`src/rtl/uart_pkg.sv`:
```
// Shared types and constants for the miner UART / display front end.
package uart_pkg;

  typedef enum logic [1:0] {
    RX_IDLE  = 2'd0,
    RX_START = 2'd1,
    RX_DATA  = 2'd2,
    RX_STOP  = 2'd3
  } rx_state_e;

  typedef enum logic [1:0] {
    TX_IDLE  = 2'd0,
    TX_START = 2'd1,
    TX_DATA  = 2'd2,
    TX_STOP  = 2'd3
  } tx_state_e;

  // 100 MHz system clock, 115200 baud
  localparam int unsigned DEFAULT_CLKS_PER_BIT = 868;
  localparam int unsigned DEFAULT_REFRESH_BITS = 17;

  // Active-low segment patterns {dp,g,f,e,d,c,b,a}, dp off
  localparam logic [7:0] SEG_LUT [16] = '{
    8'hC0, 8'hF9, 8'hA4, 8'hB0, 8'h99, 8'h92, 8'h82, 8'hF8,
    8'h80, 8'h90, 8'h88, 8'h83, 8'hC6, 8'hA1, 8'h86, 8'h8E
  };

  function automatic logic [7:0] hex_to_seg(input logic [3:0] nibble);
    return SEG_LUT[nibble];
  endfunction

endpackage

```
`src/rtl/uart_core_seg7_scan.sv`:
```
// Eight-digit multiplexed seven-segment scanner; anodes and cathodes registered.
module seg7_scan
  import uart_pkg::*;
#(
  parameter int unsigned REFRESH_BITS = DEFAULT_REFRESH_BITS
) (
  input  logic        clock,
  input  logic        reset,
  input  logic [31:0] word,
  output logic [7:0]  ca,
  output logic [7:0]  an
);

  logic [REFRESH_BITS-1:0] refresh_q, refresh_d;
  logic [2:0]              idx_q, idx_d;
  logic [7:0]              ca_q, ca_d;
  logic [7:0]              an_q, an_d;

  // Next refresh count, digit index and the segment/anode image of the current digit
  always_comb begin
    refresh_d = refresh_q + REFRESH_BITS'(1);
    idx_d     = idx_q;
    if (refresh_q == '1) begin
      idx_d = idx_q + 3'd1;
    end
    an_d = ~(8'd1 << idx_q);
    ca_d = hex_to_seg(word[{idx_q, 2'b00} +: 4]);
  end

  // Scan state and display output registers
  always_ff @(posedge clock) begin
    if (reset) begin
      refresh_q <= '0;
      idx_q     <= '0;
      an_q      <= 8'hFE;
      ca_q      <= 8'hC0;
    end else begin
      refresh_q <= refresh_d;
      idx_q     <= idx_d;
      an_q      <= an_d;
      ca_q      <= ca_d;
    end
  end

  assign ca = ca_q;
  assign an = an_q;

endmodule

```
`src/rtl/uart_core.sv`:
```
// UART RX/TX and display front end of the FPGA miner.
module uart_core
  import uart_pkg::*;
#(
  parameter int unsigned CLKS_PER_BIT = DEFAULT_CLKS_PER_BIT,
  parameter int unsigned REFRESH_BITS = DEFAULT_REFRESH_BITS
) (
  input  logic       clock,
  input  logic       reset,
  output logic       txd,
  input  logic       rxd,
  output logic [7:0] ca,
  output logic [7:0] an,
  input  logic       nonce_we,
  input  logic       transmit_data,
  input  logic       display_toggle,
  output logic       error
);

  localparam int unsigned CNT_W = (CLKS_PER_BIT > 1) ? $clog2(CLKS_PER_BIT) : 1;
  localparam logic [CNT_W-1:0] BIT_LAST  = CNT_W'(CLKS_PER_BIT - 1);
  localparam logic [CNT_W-1:0] HALF_LAST = CNT_W'(CLKS_PER_BIT / 2 - 1);

  // RX side
  logic             rxd_meta_q, rxd_sync_q;
  rx_state_e        rx_state_q, rx_state_d;
  logic [CNT_W-1:0] rx_cnt_q, rx_cnt_d;
  logic [2:0]       rx_bit_q, rx_bit_d;
  logic [7:0]       rx_shift_q, rx_shift_d;
  logic [31:0]      rx_word_q, rx_word_d;
  logic             error_q, error_d;
  logic [31:0]      nonce_q, nonce_d;

  // TX side
  tx_state_e        tx_state_q, tx_state_d;
  logic [CNT_W-1:0] tx_cnt_q, tx_cnt_d;
  logic [2:0]       tx_bit_q, tx_bit_d;
  logic [1:0]       tx_byte_q, tx_byte_d;
  logic [31:0]      tx_buf_q, tx_buf_d;
  logic             txd_q, txd_d;
  logic [7:0]       tx_cur_byte;

  logic [31:0]      disp_word;

  // Two-flop synchronizer for the asynchronous serial input
  always_ff @(posedge clock) begin
    if (reset) begin
      rxd_meta_q <= 1'b1;
      rxd_sync_q <= 1'b1;
    end else begin
      rxd_meta_q <= rxd;
      rxd_sync_q <= rxd_meta_q;
    end
  end

  // Receiver FSM: mid-bit sampling, bytes shifted into rx_word on a good stop bit
  always_comb begin
    rx_state_d = rx_state_q;
    rx_cnt_d   = rx_cnt_q;
    rx_bit_d   = rx_bit_q;
    rx_shift_d = rx_shift_q;
    rx_word_d  = rx_word_q;
    error_d    = error_q;
    unique case (rx_state_q)
      RX_IDLE: begin
        if (!rxd_sync_q) begin
          rx_state_d = RX_START;
          rx_cnt_d   = '0;
        end
      end
      RX_START: begin
        if (rx_cnt_q == HALF_LAST) begin
          rx_cnt_d   = '0;
          rx_bit_d   = '0;
          rx_state_d = rxd_sync_q ? RX_IDLE : RX_DATA;
        end else begin
          rx_cnt_d = rx_cnt_q + CNT_W'(1);
        end
      end
      RX_DATA: begin
        if (rx_cnt_q == BIT_LAST) begin
          rx_cnt_d   = '0;
          rx_shift_d = {rxd_sync_q, rx_shift_q[7:1]};
          if (rx_bit_q == 3'd7) begin
            rx_state_d = RX_STOP;
          end else begin
            rx_bit_d = rx_bit_q + 3'd1;
          end
        end else begin
          rx_cnt_d = rx_cnt_q + CNT_W'(1);
        end
      end
      RX_STOP: begin
        if (rx_cnt_q == BIT_LAST) begin
          rx_cnt_d   = '0;
          rx_state_d = RX_IDLE;
          if (rxd_sync_q) begin
            rx_word_d = {rx_word_q[23:0], rx_shift_q};
          end else begin
            error_d = 1'b1;
          end
        end else begin
          rx_cnt_d = rx_cnt_q + CNT_W'(1);
        end
      end
      default: rx_state_d = RX_IDLE;
    endcase
  end

  // Nonce load uses the pre-update rx_word when a byte lands in the same cycle
  always_comb begin
    nonce_d = nonce_we ? rx_word_q : nonce_q;
  end

  assign tx_cur_byte = tx_buf_q[31:24];

  // Transmitter FSM: txd is registered, so each transition computes the next line level
  always_comb begin
    tx_state_d = tx_state_q;
    tx_cnt_d   = tx_cnt_q;
    tx_bit_d   = tx_bit_q;
    tx_byte_d  = tx_byte_q;
    tx_buf_d   = tx_buf_q;
    txd_d      = txd_q;
    unique case (tx_state_q)
      TX_IDLE: begin
        txd_d = 1'b1;
        if (transmit_data) begin
          tx_buf_d   = nonce_q;
          tx_state_d = TX_START;
          tx_cnt_d   = '0;
          tx_byte_d  = '0;
          txd_d      = 1'b0;
        end
      end
      TX_START: begin
        if (tx_cnt_q == BIT_LAST) begin
          tx_cnt_d   = '0;
          tx_bit_d   = '0;
          tx_state_d = TX_DATA;
          txd_d      = tx_cur_byte[0];
        end else begin
          tx_cnt_d = tx_cnt_q + CNT_W'(1);
        end
      end
      TX_DATA: begin
        if (tx_cnt_q == BIT_LAST) begin
          tx_cnt_d = '0;
          if (tx_bit_q == 3'd7) begin
            tx_state_d = TX_STOP;
            txd_d      = 1'b1;
          end else begin
            tx_bit_d = tx_bit_q + 3'd1;
            txd_d    = tx_cur_byte[tx_bit_q + 3'd1];
          end
        end else begin
          tx_cnt_d = tx_cnt_q + CNT_W'(1);
        end
      end
      TX_STOP: begin
        if (tx_cnt_q == BIT_LAST) begin
          tx_cnt_d = '0;
          if (tx_byte_q == 2'd3) begin
            tx_state_d = TX_IDLE;
            txd_d      = 1'b1;
          end else begin
            tx_byte_d  = tx_byte_q + 2'd1;
            tx_buf_d   = {tx_buf_q[23:0], 8'h00};
            tx_state_d = TX_START;
            txd_d      = 1'b0;
          end
        end else begin
          tx_cnt_d = tx_cnt_q + CNT_W'(1);
        end
      end
      default: begin
        tx_state_d = TX_IDLE;
        txd_d      = 1'b1;
      end
    endcase
  end

  // RX, nonce and TX state registers; reset aborts any frame in flight
  always_ff @(posedge clock) begin
    if (reset) begin
      rx_state_q <= RX_IDLE;
      rx_cnt_q   <= '0;
      rx_bit_q   <= '0;
      rx_shift_q <= '0;
      rx_word_q  <= '0;
      error_q    <= 1'b0;
      nonce_q    <= '0;
      tx_state_q <= TX_IDLE;
      tx_cnt_q   <= '0;
      tx_bit_q   <= '0;
      tx_byte_q  <= '0;
      tx_buf_q   <= '0;
      txd_q      <= 1'b1;
    end else begin
      rx_state_q <= rx_state_d;
      rx_cnt_q   <= rx_cnt_d;
      rx_bit_q   <= rx_bit_d;
      rx_shift_q <= rx_shift_d;
      rx_word_q  <= rx_word_d;
      error_q    <= error_d;
      nonce_q    <= nonce_d;
      tx_state_q <= tx_state_d;
      tx_cnt_q   <= tx_cnt_d;
      tx_bit_q   <= tx_bit_d;
      tx_byte_q  <= tx_byte_d;
      tx_buf_q   <= tx_buf_d;
      txd_q      <= txd_d;
    end
  end

  assign disp_word = display_toggle ? rx_word_q : nonce_q;

  seg7_scan #(
    .REFRESH_BITS(REFRESH_BITS)
  ) u_scan (
    .clock (clock),
    .reset (reset),
    .word  (disp_word),
    .ca    (ca),
    .an    (an)
  );

  assign txd   = txd_q;
  assign error = error_q;

endmodule

```
`config.mk`:
```
export PLATFORM = sky130hd
export DESIGN_NAME = uart_core
export DESIGN_NICKNAME = d
export VERILOG_FILES = /design/src/rtl/uart_pkg.sv /design/src/rtl/uart_core_seg7_scan.sv /design/src/rtl/uart_core.sv
export SDC_FILE = /design/constraint.sdc
export NUM_CORES = 1
export LEC_CHECK = 0
export CORE_UTILIZATION = 55
export DETAILED_ROUTE_END_ITERATION = 10
export GPL_ROUTABILITY_DRIVEN = 0
export PLACE_DENSITY = 0.77
export SLEW_MARGIN = 20
export SYNTH_ARGS = -nofsm -noshare
export SYNTH_HDL_FRONTEND = slang
export SYNTH_SLANG_ARGS = --single-unit
```
`constraint.sdc`:
```
create_clock -name clock -period 2.86 [get_ports clock]
set_input_delay 0.572 -clock clock [delete_from_list [all_inputs] [get_ports clock]]
set_output_delay 0.572 -clock clock [all_outputs]
set_load 0.02 [all_outputs]
```
==> run metrics, run 1 <==
outcome=finished with violations; violations in the final reports=design-rule violations; Critical Path Start Type=input port; Seq/Total Area, Yosys=approximately 45%; post-DP HPWL=between 10 and 15 mm; Pleak=about 3.3 nW; Clock Path Buffers=2; average wire per standard cell=roughly 15 µm; r2r startpoint=u_scan.idx_q[0]; largest net degree at the start of global routing=between 80 and 90; vias per cell=about 5.6; syn nets=871; Power Total=approximately 6.1 mW; Site Rows=43; VDD IR max=between 0.4 and 0.5 mV; Post-Place Worst Slack=-0.309 ns; worst hold start=rxd_meta_q; top cells by count, synth=175 x dfxtp_1, 126 x nor2_1, 97 x nand2_1; post-synthesis register bit count=175; hold path depth=1; ys async rst share=0%; GRT Resource Usage Total=between 20% and 30%; r2r endpoint=u_scan.ca[0]; routed via count=5885; hold path endpoint=rxd_sync_q; CTS sink cnt=between 150 and 200; fmax=between 0.3 and 0.4 GHz; Hold Violations, Final=0; Crit Path Max Fanout=5; drt first pass iters=8; Tmin final=about 2.8 ns; Worst Setup SP=display_toggle; Die Y=around 120 µm; r2r worst-path depth=6; RSZ-0062 raised after global routing=false; Worst-path clk slew=around 0.060 ns; total gr overflow=0; die width=~120 µm; Inserted Diodes=0; Num CTS Buffers=17; Post-Synthesis Cells=approximately 840; Worst Setup End Kind=flop; Starting DRT DRC Count=around 420; number of global-route vias before repair=5415; Routed Antenna Nets=0; Hold Crit Class=reg2reg; max cap viols=0; final period utilization=a little over nine tenths; final setup fails=0; skew final=roughly 0.0095 ns; Synth Warn #=0; setup_tns=0 ns; Synth top area share=44.9%; PwrDens=about 700 nW/µm²; syn avg cell area=between 9 and 10 µm²; Cell variety after synth=60; Clk pwr share=between 30% and 40%; CP arrival=approximately 3.1 ns; area grow syn2layout=12.9%; clock root cell=clkbuf_16; P_sw=around 1.8 mW; final WL=15.7 mm; starting density of the core=a little under three fifths; CTS H-tree depth=4; CTS tree=done; register share of total power=between 40% and 50%; Clk Latency, worst-skew pair=between 0.4 and 0.5 ns; Data required, critical path=around 3.2 ns; CORE AREA=between 10000 and 15000 µm²; P_int=between 4 and 5 mW; number of synthesized flops with an enable pin=0; I/O pin count=24; share of cells above drive strength 1=between 10 and 15%; setup bufs post-CTS=0; Final WS setup=0.100 ns; R2R setup slack=approximately 0.42 ns; Rel. slew slack=a little over a third; post-route cell area=8810 µm²; Net Sw Frac=around 29%; Die Area=approximately 15000 µm²; most common cell in the netlist=dfxtp_1; Final nets=roughly 890; ys flop type=dfxtp_1; leading area contributor after synthesis=dfxtp_1; Post-Syn Area=~7800 µm²; DP Area=between 8000 and 9000 µm²; Port Buffers=22; DR DRC count=2; Worst-Margin Slew=0.945 ns; Setup CP Type=in2reg; Max Slew Vio Count=0; combinational cell fraction of total power=between 10% and 20%; synth top area cells=dfxtp_1 45%, mux2i_1 11%, nor2_1 6.1%; initial antenna violation count=0; first-pass GRT wire length=roughly 26 mm
## how the worst max path moves through the flow
| stage | endpoint | slack (ns) | cells past startpoint |
|---|---|---|---|
| 2_1_floorplan | u_scan.ca[4] | 0.11 | 7 |
| 3_3_place_gp | u_scan.ca[0] | -0.28 | 8 |
| 3_5_place_dp | u_scan.ca[0] | -0.31 | 8 |
| 4_1_cts | u_scan.ca[0] | 0.13 | 8 |
| 5_1_grt | u_scan.ca[0] | 0.03 | 10 |
| 6_report | u_scan.ca[0] | 0.10 | 8 |
## critical path, stage by stage
cell and delay [ns]:
clkdlybuf4s50_1 0.50, buf_12 0.13, mux4_2 0.49, mux4_2 0.55
inv_1 0.11, ha_1 0.18, or4b_1 0.46, o211ai_1 0.11
## flip-flops by register name, indices dropped and copies added, names as in the netlist, 2 cells and up, named ones only
register / count
tx_bit_q: 3
rx_bit_q: 3
rx_cnt_q: 10
nonce_q: 32
u_scan.an: 8
u_scan.refresh_q: 17
rx_shift_q: 8
u_scan.ca: 7
u_scan.idx_q: 3
rx_word_q: 32
tx_state_q: 2
tx_byte_q: 2
tx_cnt_q: 10
tx_buf_q: 32
## power by group through the flow
stage	Clock [mW]	Combinational [mW]	Sequential [mW]
4_1_cts	2.24	1.11	2.77
6_report	2.21	1.10	2.77
3_5_place_dp	0	1.10	2.83
3_3_place_gp	0	1.08	2.82
2_1_floorplan	0	0.858	2.79
5_1_grt	2.35	1.23	2.79
## layout make-up
class | count | area (µm²)
Clock buffer | 19 | 443
Tap cell | 180 | 225
Fill cell | 1134 | 5070
Timing Repair Buffer | 48 | 433
Clock inverter | 12 | 126
Sequential cell | 175 | 3500
Multi-Input combinational cell | 599 | 4020
Inverter | 16 | 60.1
## metal layers
layer	routed length [µm]	GRT usage (%)	up-vias
met1	7540	29.1	2783
met3	549	4.51	19
li1	-	-	2979
met4	291	9.41	0
met5	0	0	-
met2	7280	35.7	104
## through the flow
step	util [%]	hold slack [ns]	std cells
CTS	63.4	0.422	1049
detailed placement	59.3	0.403	1018
floorplan	-	0.389	841
global placement	59.3	0.404	1018
global route	63.5	0.430	1049
finish	63.5	0.414	1049
## what timing repair did
| item | in CTS | in global routing |
|---|---|---|
| hold buffers | 0 | 0 |
| setup endpoints to repair | 0 | 1 |
| resized for setup | 0 | 1 |
| hold endpoints to repair | 0 | 0 |
## cells in the final DEF (no fill, tap or decap), drive strengths merged, types with 10 or more instances in the layout
cell | netlist | routed
mux4 | 17 | 17
a22oi | 10 | 10
nor2 | 126 | 126
buf | 20 | 28
mux2i | 84 | 84
nor2b | 14 | 14
ha | 24 | 24
o21ai | 22 | 22
clkbuf | 31 | 19
inv | 14 | 19
nand2 | 97 | 97
dfxtp | 175 | 175
a21oi | 60 | 60
clkdlybuf4s50 | 0 | 20
a211oi | 25 | 25
nand3 | 18 | 18
## cell families after synthesis
| group | after synthesis | synth area share (%) |
|---|---|---|
| other | 1 | 0.0481 |
| XOR/XNOR | 13 | 1.46 |
| AO/OA/AOI/OAI | 142 | 11.7 |
| flip-flops | 175 | 44.9 |
| adder cells (fa/ha/maj) | 24 | 3.85 |
| multiplexers | 103 | 16.0 |
| AND/OR/NAND/NOR | 316 | 18.3 |
| buffers and inverters | 67 | 3.72 |
Note: power is estimated with default switching activity, not from simulation.
==> inputs of run 2 (changes only) <==
--- a/config.mk
+++ b/config.mk
@@ -7,6 +7,6 @@
 export LEC_CHECK = 0
-export CORE_UTILIZATION = 55
+export CORE_UTILIZATION = 52
 export DETAILED_ROUTE_END_ITERATION = 10
 export GPL_ROUTABILITY_DRIVEN = 0
-export PLACE_DENSITY = 0.77
+export PLACE_DENSITY = 0.74
 export SLEW_MARGIN = 20
--- a/constraint.sdc
+++ b/constraint.sdc
@@ -3,2 +3,2 @@
 set_output_delay 0.572 -clock clock [all_outputs]
-set_load 0.02 [all_outputs]
+set_load 0.005 [all_outputs]
==> run 2 against run 1 <==
- the flow now finishes without violations
- fmax shrank 1.3%
- routed wire length rose by 1.8%
- flip-flop and latch count unchanged
- worst setup slack lost 0.035 ns
- critical endpoint unchanged
- largest power group unchanged
==> run metrics, run 2 (synthesis results as in run 1) <==
CTS tree=done; CTS sink cnt=between 150 and 200; final period utilization=between 90% and 100%; worst hold start=rxd_meta_q; post-DP HPWL=between 10 and 15 mm; share of cells above drive strength 1=roughly 11%; CORE AREA=approximately 15000 µm²; die width=roughly 120 µm; largest net degree at the start of global routing=about 130; Crit Path Max Fanout=6; Final nets=between 800 and 900; PwrDens=~700 nW/µm²; Max Slew Vio Count=0; final WL=16.0 mm; skew final=roughly 0.010 ns; I/O pin count=24; max cap viols=0; Die Y=between 100 and 150 µm; starting density of the core=between 50% and 60%; utilization after layout=61.0%; vias per cell=about 5.6; DR DRC count=0; multi-input logic area=between 4000 and 5000 µm²; outcome=complete, no violations; r2r endpoint=u_scan.ca[4]; fillers=between 1000 and 1500; hold buffer count at CTS=0; CP max stage cell=mux4_2; Worst-path clk slew=roughly 0.06 ns; r2r startpoint=u_scan.idx_q[0]; most frequent cells in the layout=175 x dfxtp_1, 126 x nor2_1, 97 x nand2_1, 83 x mux2i_1, 60 x a21oi_1; Rel. slew slack=35.2%; r2r worst-path depth=9; CP endpoint=u_scan.ca[0]; R2R setup slack=~0.37 ns; Clock Path Buffers=2; routed via count=5904; initial antenna violation count=0; Hold Crit Class=reg2reg; Power Total=between 6 and 7 mW; CP Cell Sequence=clkdlybuf4s50_1 -> buf_6 -> mux4_2 -> mux4_2 -> inv_2 -> ha_2 -> or4b_4 -> o211ai_1; CP arrival=~3.1 ns; Worst Setup End Kind=flop; Critical Path Start Type=input port; average wire per standard cell=15.1 µm; number of global-route vias before repair=roughly 5500; Hold Violations, Final=0; clock root cell=clkbuf_16; Worst Setup SP=display_toggle; Routed Antenna Nets=0; Inserted Diodes=0; Data required, critical path=between 3 and 4 ns; Site Rows=44; Die Area=roughly 16000 µm²; Pleak=between 3 and 4 nW; leading registers by flop count=nonce_q (32), rx_word_q (32), tx_buf_q (32); CTS H-tree depth=4; Starting DRT DRC Count=approximately 360; Setup CP Type=in2reg; first-pass GRT wire length=27.3 mm; drt first pass iters=5; final setup fails=0; Max stage delay on crit path=between 0.5 and 0.6 ns; VDD IR max=between 0.4 and 0.5 mV; most common cell after layout, fill and taps aside=dfxtp_1; Num CTS Buffers=17; fmax=0.358 GHz; most used cell, CP=mux4_2; area grow syn2layout=14.0%; Seq. cell area=about 3500 µm²; Port Buffers=22; GRT Resource Usage Total=approximately 21%; Worst-Margin Slew=between 0.9 and 1 ns; Tmin final=about 2.8 ns; Clk Latency, worst-skew pair=around 0.43 ns; total gr overflow=0
run 2: changes by cell type in the layout (fill, tap and decap cells not counted), sizes merged:
| cell | change |
|---|---|
| bufinv | +3 |
| inv | -3 |
| clkinvlp | +2 |
| buf | +1 |
| clkinv | -1 |
run 2: worst min-delay path by stage:
stage	endpoint	cells after the start
CTS	rxd_sync_q	1
finish	rxd_sync_q	1
global route	rxd_sync_q	1
floorplan	rxd_sync_q	1
detailed placement	rxd_sync_q	1
global placement	rxd_sync_q	1
run 2: power by group:
part           internal [mW]  switching, mW
sequential              2.65          0.126
combinational          0.428          0.657
clock                   1.47          0.964
run 2: stage by stage:
step / setup TNS [ns] / std cells / area [µm²] / hold WS (ns) / setup WS (ns)
after floorplan: 0 / 841 / 7800 / 0.389 / 0.106
after global placement: -1.39 / 1022 / 8240 / 0.405 / -0.283
after detailed placement: -1.73 / 1022 / 8240 / 0.406 / -0.376
after CTS: 0 / 1054 / 8860 / 0.417 / 0.0600
after global routing: -0.0383 / 1055 / 8900 / 0.433 / -0.0383
final: 0 / 1055 / 8900 / 0.414 / 0.0651
run 2: critical path, delay by kind of cell:
family | cells | cell delay, ns
buf+inv | 3 | 0.71
fa+ha+maj | 1 | 0.20
mux | 2 | 1.04
simple gates | 1 | 0.45
compound gates | 1 | 0.13
run 2: repair_timing:
item / 4_1_cts / 5_1_grt
resized for setup: 0 / 8
hold endpoints to repair: 0 / 0
setup buffers: 0 / 1
endpoints found under the setup margin: 0 / 1
run 2: area by class of cell:
cell class              instances  area share (%)
multi-input cells             599            45.4
flip-flops and latches        175            39.4
repair buffers                 49            5.04
clock buffers                  19            4.87
well taps                     184            2.59
clock inverters                13            2.10
inverters                      16           0.675
run 2: per-layer routing:
layer	global-route usage, %	wire length, µm
met3	4.47	614
met1	29.0	7650
met2	34.5	7470
met5	0	0
met4	6.45	221
==> inputs of run 3 (changes only) <==
- CORE_MARGIN: unset -> 1
- CORE_UTILIZATION: 52 -> 30
- PLACE_DENSITY: 0.74 -> 0.48
==> run 3 against run 2 <==
- flip-flop and latch count did not move
- clock-buffer cell count shrank 2
- die area grew 72%
- hold slack gained 0.0090 ns
- clock power shrank 5%
- core utilization shrank 25 points
- critical path depth decreased by 1
- critical path type unchanged
==> run metrics, run 3 (synthesis results as in run 1) <==
Clock Path Buffers=2; most used cell, CP=mux4_2; leading registers by flop count=nonce_q (32), rx_word_q (32), tx_buf_q (32); Post-Place Worst Slack=-0.322 ns; final setup fails=0; average wire per standard cell=~14 µm; CORE AREA=25300 µm²; fillers=2575; Die Area=~27000 µm²; most frequent cells in the layout=175 x dfxtp_1, 126 x nor2_1, 97 x nand2_1, 84 x mux2i_1, 60 x a21oi_1; R2R setup slack=roughly 0.52 ns; Setup CP Type=in2reg; CTS tree=done; Num CTS Buffers=17; post-DP HPWL=11.5 mm; largest net degree at the start of global routing=59; final period utilization=between 90% and 100%; Routed Antenna Nets=0; Max stage delay on crit path=0.55 ns; GRT Resource Usage Total=between 10% and 20%; post-CTS sizing=0; Crit Path Max Fanout=5; first-pass GRT wire length=29.0 mm; setup bufs post-CTS=0; hold buffer count at CTS=0; CP arrival=about 3 ns; VDD IR max=0.417 mV; Inserted Diodes=0; hold path depth=1; Data required, critical path=3.21 ns; Final WS setup=around 0.13 ns; Hold Crit Class=reg2reg; setup_tns=0 ns; CP Cell Sequence=clkdlybuf4s50_1 -> buf_12 -> mux4_2 -> mux4_2 -> ha_1 -> or4_1 -> o21ai_0; Worst-path clk slew=around 0.07 ns; r2r startpoint=u_scan.idx_q[0]; Worst Setup SP=display_toggle; outcome=complete, no violations; multi-input logic area=roughly 4000 µm²; Die Y=between 150 and 200 µm; Worst Setup End Kind=flop; CTS sink cnt=approximately 180; starting density of the core=30.8%; Power Total=around 6.2 mW; area grow syn2layout=16.0%; die width=163 µm; Site Rows=58; initial antenna violation count=0; Rel. slew slack=56.2%; vias per cell=around 4.8; max cap viols=0; Max Slew Vio Count=0; drt first pass iters=4; I/O pin count=24; Starting DRT DRC Count=approximately 420; most common cell after layout, fill and taps aside=dfxtp_1; Worst-Margin Slew=between 0.6 and 0.7 ns; CP max stage cell=mux4_2; skew final=between 0.015 and 0.02 ns; worst hold start=rxd_meta_q; Final nets=just under 900; Clk Latency, worst-skew pair=around 0.44 ns; RSZ-0062 raised after global routing=false; PwrDens=approximately 700 nW/µm²; hold path endpoint=rxd_sync_q; placed cell count=about 1200; number of global-route vias before repair=approximately 5600; final WL=approximately 17 mm; Seq. cell area=around 3500 µm²; clock root cell=clkbuf_16; routed via count=5791; utilization after layout=35.8%; share of cells above drive strength 1=10.7%; Tmin final=between 2 and 3 ns; Port Buffers=22; DR DRC count=0; Critical Path Start Type=input port; r2r endpoint=u_scan.ca[4]; total gr overflow=0; Post-Layout Cell Count=approximately 1200; CTS H-tree depth=4; fmax=between 0.3 and 0.4 GHz; r2r worst-path depth=8; Pleak=3.29 nW; Hold Violations, Final=0
run 3: cell types whose count changed in the layout (fill, tap and decap cells not counted), moves of 3 or more:
cell,change
bufinv_16,-4
clkinvlp_4,-3
clkinv_8,+4
inv_8,+5
run 3: metal layers:
metal,track usage (%),part of all wire [%],up-vias
met5,0,0,-
met4,4.59,1.2,0
met3,2.67,1.8,12
met2,22.2,46,50
met1,18.4,51,2742
li1,-,-,2987
run 3: cell type report:
cell class                 instances  share of cell area [%]
clock buffer                      17                    4.70
sequential                       175                    38.7
clock inverter                    15                    1.87
inverter                          16                   0.663
tap                              330                    4.56
multi-input combinational        599                    44.4
timing repair buffer              49                    5.14
run 3: how the worst max path moves through the flow:
stage,endpoint,slack (ns),cells past startpoint
finish,u_scan.ca[4],0.13,7
global route,u_scan.ca[4],0.005,10
detailed placement,u_scan.ca[0],-0.32,10
CTS,u_scan.ca[0],0.13,10
global placement,u_scan.ca[4],-0.30,7
floorplan,u_scan.ca[4],0.11,7
run 3: critical path: cells and delay by family:
family	cells	cell delay, ns
multiplexers	2	1.03
buffers and inverters	2	0.65
AND/OR/NAND/NOR	1	0.51
adder cells (fa/ha/maj)	1	0.25
AO/OA/AOI/OAI	1	0.08
run 3: report_power, final:
group	internal, mW	total, mW	switching (mW)
clock network	1.18	2.30	1.12
logic	0.455	1.15	0.691
registers	2.65	2.77	0.119
total	4.28	6.21	1.93
run 3: through the flow:
stage	instance area (µm²)	hold WS, ns
global placement	8460	0.409
floorplan	7800	0.389
finish	9050	0.423
CTS	9050	0.431
global route	9050	0.445
detailed placement	8460	0.406
